### config.mk
export PLATFORM = sky130hd
export DESIGN_NAME = opt_link_supervisor_flat
export DESIGN_NICKNAME = d
export VERILOG_FILES = /design/src/rtl/opt_link_pkg.sv /design/src/rtl/opt_link_supervisor_if.sv /design/src/rtl/opt_chan_health.sv /design/src/rtl/opt_link_supervisor.sv /design/src/flat_wrapper.sv
export SDC_FILE = /design/constraint.sdc
export NUM_CORES = 1
export LEC_CHECK = 0
export BUFFER_PORTS_ARGS = -buffer_cell sky130_fd_sc_hd__buf_2
export CORE_UTILIZATION = 45
export DETAILED_ROUTE_END_ITERATION = 7
export PLACE_DENSITY = 0.66
export SLEW_MARGIN = 15
export SYNTH_ARGS = -nofsm -noshare
export SYNTH_HDL_FRONTEND = slang
export SYNTH_SLANG_ARGS = --single-unit
export TNS_END_PERCENT = 20
### constraint.sdc
create_clock -name i_clk_100M -period 2 [get_ports i_clk_100M]
set_input_delay 0.2 -clock i_clk_100M [delete_from_list [all_inputs] [get_ports i_clk_100M]]
set_output_delay 0.2 -clock i_clk_100M [all_outputs]
set_load 0.03 [all_outputs]
### src/rtl/opt_link_pkg.sv
// rtl/opt_link_pkg.sv - shared types and threshold defaults for the optical link supervisor
package opt_link_pkg;

    typedef enum logic [2:0] {
        ST_INIT    = 3'd0,
        ST_ACTIVE0 = 3'd1,
        ST_ACTIVE1 = 3'd2,
        ST_SWITCH  = 3'd3,
        ST_FAULT   = 3'd4
    } link_state_t;

    typedef logic ch_t;

    localparam int FAIL_FILT_DEF   = 16;
    localparam int GOOD_FRAMES_DEF = 3;
    localparam int BLANK_TIME_DEF  = 500;
    localparam int REVERT_TIME_DEF = 10000;

    function automatic logic [7:0] sat_inc8(input logic [7:0] v);
        return (v == 8'hFF) ? v : v + 8'd1;
    endfunction

endpackage

### src/rtl/opt_link_supervisor_if.sv
// rtl/opt_link_supervisor_if.sv - line status inputs and selection outputs of the link supervisor
//   i_brk/i_err/i_fs_start [ch1,ch0] : per-channel line break, frame timeout, frame-start strobe
//   i_force_en/i_force_sel           : manual channel selection request
//   o_sel/o_link_ok/o_blank          : active channel, link usable, discard data
//   o_unhealthy [ch1,ch0]            : per-channel unhealthy flags
//   o_switch_cnt                     : completed switches, saturating
//   slave modport: supervisor side; master modport: line/host side
interface opt_link_supervisor_if;
    logic [1:0] i_brk;
    logic [1:0] i_err;
    logic [1:0] i_fs_start;
    logic       i_force_en;
    logic       i_force_sel;
    logic       o_sel;
    logic       o_link_ok;
    logic       o_blank;
    logic [1:0] o_unhealthy;
    logic [7:0] o_switch_cnt;

    modport slave (
        input  i_brk, i_err, i_fs_start, i_force_en, i_force_sel,
        output o_sel, o_link_ok, o_blank, o_unhealthy, o_switch_cnt
    );

    modport master (
        output i_brk, i_err, i_fs_start, i_force_en, i_force_sel,
        input  o_sel, o_link_ok, o_blank, o_unhealthy, o_switch_cnt
    );
endinterface

### src/rtl/opt_chan_health.sv
// rtl/opt_chan_health.sv - per-channel health filter (fail filter and good-frame qualifier)
//   i_clk_100M, i_reset_n : clock, synchronous active-low reset
//   i_brk, i_err          : line break / frame timeout for this channel
//   i_fs_start            : frame-start strobe, rising edge counted
//   o_unhealthy           : registered unhealthy flag, set out of reset
module opt_chan_health
    import opt_link_pkg::*;
#(
    parameter int FAIL_FILT   = FAIL_FILT_DEF,
    parameter int GOOD_FRAMES = GOOD_FRAMES_DEF
) (
    input  logic i_clk_100M,
    input  logic i_reset_n,
    input  logic i_brk,
    input  logic i_err,
    input  logic i_fs_start,
    output logic o_unhealthy
);

    localparam int FW = $clog2(FAIL_FILT + 1);
    localparam int GW = $clog2(GOOD_FRAMES + 1);

    logic [FW-1:0] fail_cnt;
    logic [GW-1:0] good_cnt;
    logic          fs_d;
    logic          bad;
    logic          fs_rise;
    logic          fail_full;
    logic          good_full;

    assign bad       = i_brk | i_err;
    assign fs_rise   = i_fs_start & ~fs_d;
    assign fail_full = (fail_cnt == FW'(FAIL_FILT));
    assign good_full = (good_cnt == GW'(GOOD_FRAMES));

    always_ff @(posedge i_clk_100M) begin
        if (!i_reset_n) begin
            fail_cnt    <= '0;
            good_cnt    <= '0;
            fs_d        <= 1'b0;
            o_unhealthy <= 1'b1;
        end else begin
            fs_d <= i_fs_start;
            if (bad) begin
                if (!fail_full)
                    fail_cnt <= fail_cnt + 1'b1;
                good_cnt <= '0;
            end else begin
                fail_cnt <= '0;
                if (fs_rise && !good_full)
                    good_cnt <= good_cnt + 1'b1;
            end
            // Flags follow the registered counters, so they change one cycle
            // after a threshold is reached; failure wins if both are full.
            if (fail_full)
                o_unhealthy <= 1'b1;
            else if (good_full)
                o_unhealthy <= 1'b0;
        end
    end

endmodule

### src/rtl/opt_link_supervisor.sv
// rtl/opt_link_supervisor.sv - dual-channel optical link selection with failover, force and blanking
//   i_clk_100M, i_reset_n : 100 MHz clock, synchronous active-low reset
//   lnk (slave)           : line status in, selection/status out
//   OPT_REVERT_EN         : when defined, ACTIVE1 returns to ch0 after ch0 has been
//                           healthy for REVERT_TIME cycles (blocked by force to ch1)
module opt_link_supervisor
    import opt_link_pkg::*;
#(
    parameter int FAIL_FILT   = FAIL_FILT_DEF,
    parameter int GOOD_FRAMES = GOOD_FRAMES_DEF,
    parameter int BLANK_TIME  = BLANK_TIME_DEF,
    parameter int REVERT_TIME = REVERT_TIME_DEF
) (
    input  logic                   i_clk_100M,
    input  logic                   i_reset_n,
    opt_link_supervisor_if.slave   lnk
);

    localparam int BW = $clog2(BLANK_TIME);

    logic [1:0]  unhealthy;
    logic [1:0]  healthy;
    link_state_t state;
    logic        sel;
    logic        link_ok;
    logic        blank;
    logic [7:0]  switch_cnt;
    logic [BW-1:0] blank_cnt;

    logic go_sw;
    logic go_fault;
    logic go_active;
    ch_t  sw_tgt;

    for (genvar ch = 0; ch < 2; ch++) begin : g_health
        opt_chan_health #(
            .FAIL_FILT   (FAIL_FILT),
            .GOOD_FRAMES (GOOD_FRAMES)
        ) u_health (
            .i_clk_100M  (i_clk_100M),
            .i_reset_n   (i_reset_n),
            .i_brk       (lnk.i_brk[ch]),
            .i_err       (lnk.i_err[ch]),
            .i_fs_start  (lnk.i_fs_start[ch]),
            .o_unhealthy (unhealthy[ch])
        );
    end

    assign healthy = ~unhealthy;

`ifdef OPT_REVERT_EN
    localparam int RW = $clog2(REVERT_TIME);
    logic [RW-1:0] rev_cnt;
    logic          rev_run;
    logic          rev_due;

    // Revert timer only runs in ACTIVE1 while ch0 is healthy and no force to ch1 holds it off.
    assign rev_run = (state == ST_ACTIVE1) && healthy[0] && !(lnk.i_force_en && lnk.i_force_sel);
    assign rev_due = rev_run && (rev_cnt == RW'(REVERT_TIME - 1));

    always_ff @(posedge i_clk_100M) begin
        if (!i_reset_n)
            rev_cnt <= '0;
        else if (rev_run && !go_sw && !go_fault)
            rev_cnt <= rev_cnt + 1'b1;
        else
            rev_cnt <= '0;
    end
`else
    logic rev_due;
    assign rev_due = 1'b0;
`endif

    // o_sel doubles as the switch target while in SWITCH.
    always_comb begin
        go_sw     = 1'b0;
        go_fault  = 1'b0;
        go_active = 1'b0;
        sw_tgt    = sel;
        case (state)
            ST_INIT: begin
                if (healthy != 2'b00) begin
                    go_sw  = 1'b1;
                    sw_tgt = healthy[0] ? 1'b0 : 1'b1;
                end
            end
            ST_ACTIVE0, ST_ACTIVE1: begin
                // Health failover is evaluated before any force request.
                if (!healthy[sel]) begin
                    if (healthy[~sel]) begin
                        go_sw  = 1'b1;
                        sw_tgt = ~sel;
                    end else begin
                        go_fault = 1'b1;
                    end
                end else if (lnk.i_force_en && (lnk.i_force_sel != sel) && healthy[lnk.i_force_sel]) begin
                    go_sw  = 1'b1;
                    sw_tgt = lnk.i_force_sel;
                end else if (rev_due) begin
                    go_sw  = 1'b1;
                    sw_tgt = 1'b0;
                end
            end
            ST_SWITCH: begin
                if (!healthy[sel]) begin
                    if (healthy[~sel]) begin
                        go_sw  = 1'b1;
                        sw_tgt = ~sel;
                    end else begin
                        go_fault = 1'b1;
                    end
                end else if (blank_cnt == BW'(BLANK_TIME - 1)) begin
                    go_active = 1'b1;
                end
            end
            ST_FAULT: begin
                if (healthy[0]) begin
                    go_sw  = 1'b1;
                    sw_tgt = 1'b0;
                end else if (healthy[1]) begin
                    go_sw  = 1'b1;
                    sw_tgt = 1'b1;
                end
            end
            default: go_fault = 1'b1;
        endcase
    end

    always_ff @(posedge i_clk_100M) begin
        if (!i_reset_n) begin
            state      <= ST_INIT;
            sel        <= 1'b0;
            link_ok    <= 1'b0;
            blank      <= 1'b1;
            switch_cnt <= 8'd0;
            blank_cnt  <= '0;
        end else if (go_fault) begin
            state     <= ST_FAULT;
            link_ok   <= 1'b0;
            blank     <= 1'b1;
            blank_cnt <= '0;
        end else if (go_sw) begin
            // Entering (or re-targeting within) SWITCH restarts the blanking window.
            state     <= ST_SWITCH;
            sel       <= sw_tgt;
            link_ok   <= 1'b0;
            blank     <= 1'b1;
            blank_cnt <= '0;
        end else if (go_active) begin
            state      <= sel ? ST_ACTIVE1 : ST_ACTIVE0;
            link_ok    <= 1'b1;
            blank      <= 1'b0;
            switch_cnt <= sat_inc8(switch_cnt);
            blank_cnt  <= '0;
        end else if (state == ST_SWITCH) begin
            blank_cnt <= blank_cnt + 1'b1;
        end
    end

    assign lnk.o_sel        = sel;
    assign lnk.o_link_ok    = link_ok;
    assign lnk.o_blank      = blank;
    assign lnk.o_unhealthy  = unhealthy;
    assign lnk.o_switch_cnt = switch_cnt;

endmodule

### src/flat_wrapper.sv
// flat-port wrapper written by rule: the top's interface ports become plain ports
module opt_link_supervisor_flat import opt_link_pkg::*;
#(
    parameter int FAIL_FILT   = FAIL_FILT_DEF,
    parameter int GOOD_FRAMES = GOOD_FRAMES_DEF,
    parameter int BLANK_TIME  = BLANK_TIME_DEF,
    parameter int REVERT_TIME = REVERT_TIME_DEF
)
  (i_clk_100M, i_reset_n, lnk_i_brk, lnk_i_err, lnk_i_fs_start, lnk_i_force_en, lnk_i_force_sel, lnk_o_sel, lnk_o_link_ok, lnk_o_blank, lnk_o_unhealthy, lnk_o_switch_cnt);
  opt_link_supervisor_if lnk_i ();
  input  logic i_clk_100M;
  input  logic i_reset_n;
  input wire logic [$bits(lnk_i.i_brk)-1:0] lnk_i_brk;
  input wire logic [$bits(lnk_i.i_err)-1:0] lnk_i_err;
  input wire logic [$bits(lnk_i.i_fs_start)-1:0] lnk_i_fs_start;
  input wire logic [$bits(lnk_i.i_force_en)-1:0] lnk_i_force_en;
  input wire logic [$bits(lnk_i.i_force_sel)-1:0] lnk_i_force_sel;
  output wire logic [$bits(lnk_i.o_sel)-1:0] lnk_o_sel;
  output wire logic [$bits(lnk_i.o_link_ok)-1:0] lnk_o_link_ok;
  output wire logic [$bits(lnk_i.o_blank)-1:0] lnk_o_blank;
  output wire logic [$bits(lnk_i.o_unhealthy)-1:0] lnk_o_unhealthy;
  output wire logic [$bits(lnk_i.o_switch_cnt)-1:0] lnk_o_switch_cnt;
  assign lnk_i.i_brk = lnk_i_brk;
  assign lnk_i.i_err = lnk_i_err;
  assign lnk_i.i_fs_start = lnk_i_fs_start;
  assign lnk_i.i_force_en = lnk_i_force_en;
  assign lnk_i.i_force_sel = lnk_i_force_sel;
  assign lnk_o_sel = lnk_i.o_sel;
  assign lnk_o_link_ok = lnk_i.o_link_ok;
  assign lnk_o_blank = lnk_i.o_blank;
  assign lnk_o_unhealthy = lnk_i.o_unhealthy;
  assign lnk_o_switch_cnt = lnk_i.o_switch_cnt;
  opt_link_supervisor #(.FAIL_FILT(FAIL_FILT), .GOOD_FRAMES(GOOD_FRAMES), .BLANK_TIME(BLANK_TIME), .REVERT_TIME(REVERT_TIME)) u_core (.i_clk_100M(i_clk_100M), .i_reset_n(i_reset_n), .lnk(lnk_i));
endmodule
==> results.txt <==
Post-synthesis cell area = 2030 um^2
Synthesis-to-finish area growth = 18.5%
Core Box Area = 4350 um^2
Insertion delay of the later-clocked pin in the worst-skew pair = 0.29 ns
Placed cell count = 303
Total number of vias = 1627
Period utilisation layout = 0.987
Number of synthesized register bits = 41
Worst Hold Class = input pin to flip-flop
Critical-path maximum fanout = 6
Antenna diode instance count = 0
Filler cell count = 402
Share of synthesized registers carrying an async set or reset = 0
Reg-to-Reg End = u_core.lnk.o_switch_cnt[6]$_SDFFE_PN0P_
Starting density of the core = 0.466
Max-Slew Margin vs Limit = 0.497
# DRC = 0
Height of the die = 69.1 um
Post-synthesis net count = 243
Register-to-register setup slack = 0.03 ns
Antenna violations before repair = 0
Commonest cells after routing, fill and taps aside = dfxtp_1 (38), nor2_1 (23), buf_2 (22), xnor2_1 (15), buf_4 (15)
Mean instance size in the synthesized netlist = 9.01 um^2
Number of global-route vias before repair = 1567
Count of non-filler cells in the finished layout = 311
Number of max-slew violations in the final report = 0
Hold Startpoint = lnk_i_fs_start[0]
Maximum clock skew at final layout = 0.00462 ns
Sequential-to-total area share from yosys stat = 0.405
Critical Setup Path Class = flip-flop to flip-flop
Number of hold violations in the final report = 0
Leak pwr = 0.000950 uW
Antenna viol nets, final = 0
Worst supply voltage drop on vdd = 0.254 mV
CTS H-tree depth = 2
Clock Path Buffers = 2
Fraction of the mapped netlist area in compound gates = 0.104
Main combinational cell family by area after synthesis = simple AND/OR/NAND/NOR gates
Max Cap Viol = 0
Share of the synthesized netlist area taken by xor and xnor gates = 0.0993
Total die area = 4780 um^2
Number of top-level design ports = 23
Routed wire length = 3.86 mm
Leftover overflow at the end of global routing = 0
Number of cells produced by synthesis = 225
Hold EP = u_core.g_health[0].u_health.fs_d$_SDFF_PN0_
Pin count of the biggest net entering global routing = 14
Clock tree root driver cell = clkbuf_8
Area share of fa/ha/maj cells after synthesis = 0.0494
Minimum clock period after layout = 1.97 ns
Clock sinks = 41
Worst endpoint data arrival time = 2.20 ns
Total chip power = 1600 uW
GR Util All Layers = 0.173
Synth warn = 0
Buffers added on ports = 22
Drt first-iter violations = 69
Worst Hold Path Cells = 2
Total Nets Final = 276
Number of buffers created by CTS = 5
Share of layout cells above drive strength 1 = 0.239
Horizontal die dimension = 69.1 um
Number of distinct standard cells referenced by the synthesized netlist = 44
Wire length of the first global-routing pass = 6.77 mm
Required time at the worst-slack endpoint = 2.23 ns
Setup crit end kind = flip-flop
Fmax = 507 MHz
DR pass1 iterations = 4
Final setup viols = 0
Slew at the pin closest to its max-slew limit = 0.752 ns
Multiplexer share of the synthesized area = 0.0401
Setup repair after global routing missed its margin = yes
Outcome = finished, final reports clean
Power per cell area = 665 nW/um^2
Startpoint types = flip-flop
Placed wire-length estimate = 2.74 mm
Most frequent standard cell in the layout excluding fill and tap cells = dfxtp_1
Finished Core Util = 0.552
RePlAce Congestion = 0.796
Clock tree from TritonCTS = done
Via count normalized by instance count = 5.23
Clk slew on worst S/H paths = 0.08 ns
Flip-flop cell with the highest count after synthesis = dfxtp_1
Hold_buf cts = 0
R2r worst-path depth = 4
Synth Area in Simple Gates = 0.244
FP Rows = 24
EDFF count, synth = 0
Crit Reg-Reg Startpoint = u_core.blank_cnt[3]$_SDFFE_PP0P_
Final routed wire length divided by cell count = 12.4 um
Setup TNS after final layout = 0 ns
[state kept, by name, summed over array words and instances (netlist names)]
name                                  cells
u_core.lnk.o_link_ok                      1
u_core.state                              3
u_core.g_health.u_health.good_cnt         4
u_core.lnk.o_sel                          1
u_core.lnk.o_switch_cnt                   8
u_core.lnk.o_blank                        1
u_core.g_health.u_health.o_unhealthy      2
u_core.g_health.u_health.fs_d             2
u_core.g_health.u_health.fail_cnt        10
u_core.blank_cnt                          9
[report_power, final]
| part | switching (uW) | internal [uW] | total, uW |
|---|---|---|---|
| clock network | 294 | 406 | 699 |
| logic | 37.2 | 29.3 | 66.5 |
| registers | 8.21 | 825 | 833 |
[cell families (layout without fill, tap and decap cells)]
family,Yosys count,after routing
muxes,8,8
xor gates and xnor gates,23,23
and+or+nand+nor,91,91
DFF,41,41
buffers and inverters,20,54
adders and majority gates,8,8
AOI/OAI and AO/OA,34,34
[metrics by stage]
stage                     setup slack [ns]  area (um^2)  hold WS (ns)
after floorplan                     0.0333         2030         0.327
final                               0.0261         2400         0.118
after global routing               -0.0209         2400         0.127
after CTS                           0.0127         2360         0.112
after detailed placement            0.0257         2240         0.426
after global placement              0.0484         2240         0.415
[final cells by class]
cell class | count | area, um^2 | share of cell area
multi-input cells | 164 | 1130 | 0.469
flip-flops and latches | 41 | 827 | 0.344
repair buffers | 38 | 234 | 0.0973
clock buffers | 6 | 82.6 | 0.0344
well taps | 52 | 65.1 | 0.0271
clock inverters | 2 | 37.5 | 0.0156
inverters | 8 | 30.0 | 0.0125
[critical path, stage by stage, from the launching register on]
cell	delay, ns
dfxtp_2	0.32
or3b_4	0.39
or4_4	0.59
or4_1	0.48
a21oi_1	0.12
[synthesized netlist by cell type (3+ instances only)]
cell type,n,area [um^2]
dfxtp_1,41,821
nor2_1,24,90.1
nor3_1,16,80.1
xnor2_1,15,131
nand2_1,13,48.8
a21oi_1,12,60.1
o21ai_0,9,45.0
ha_1,8,100
inv_1,8,30.0
xor2_1,8,70.1
mux2i_1,7,70.1
nand3_1,7,35.0
clkbuf_1,5,18.8
a211o_1,4,35.0
nand2b_1,4,25.0
nand4_1,4,25.0
nor2b_1,3,18.8
nor3b_1,3,22.5
[metal layers]
layer	track usage	vias up	wire, um
li1	-	845	-
met2	0.278	16	1820
met1	0.222	759	1850
met3	0.0395	7	122
met5	0	-	0
met4	0.0748	0	70
[what timing repair did]
item / CTS / global route
gates resized for setup: 0 / 10
setup buffers: 0 / 0
endpoints found under the hold margin: 0 / 0
endpoints found under the setup margin: 0 / 7
[worst max path at each step]
stage	end	cells after the start	start	slack [ns]
6_report	u_core.lnk.o_switch_cnt[6]$_SDFFE_PN0P_	4	u_core.blank_cnt[3]$_SDFFE_PP0P_	0.03
3_5_place_dp	u_core.lnk.o_switch_cnt[6]$_SDFFE_PN0P_	5	u_core.blank_cnt[8]$_SDFFE_PP0P_	0.03
2_1_floorplan	u_core.lnk.o_switch_cnt[6]$_SDFFE_PN0P_	4	u_core.lnk.o_sel$_SDFFE_PN0P_	0.03
3_3_place_gp	u_core.lnk.o_switch_cnt[6]$_SDFFE_PN0P_	5	u_core.blank_cnt[8]$_SDFFE_PP0P_	0.05
5_1_grt	u_core.lnk.o_switch_cnt[5]$_SDFFE_PN0P_	6	u_core.blank_cnt[3]$_SDFFE_PP0P_	-0.02
4_1_cts	u_core.lnk.o_switch_cnt[6]$_SDFFE_PN0P_	4	u_core.blank_cnt[8]$_SDFFE_PP0P_	0.01
(Power assumes the default switching activity.)
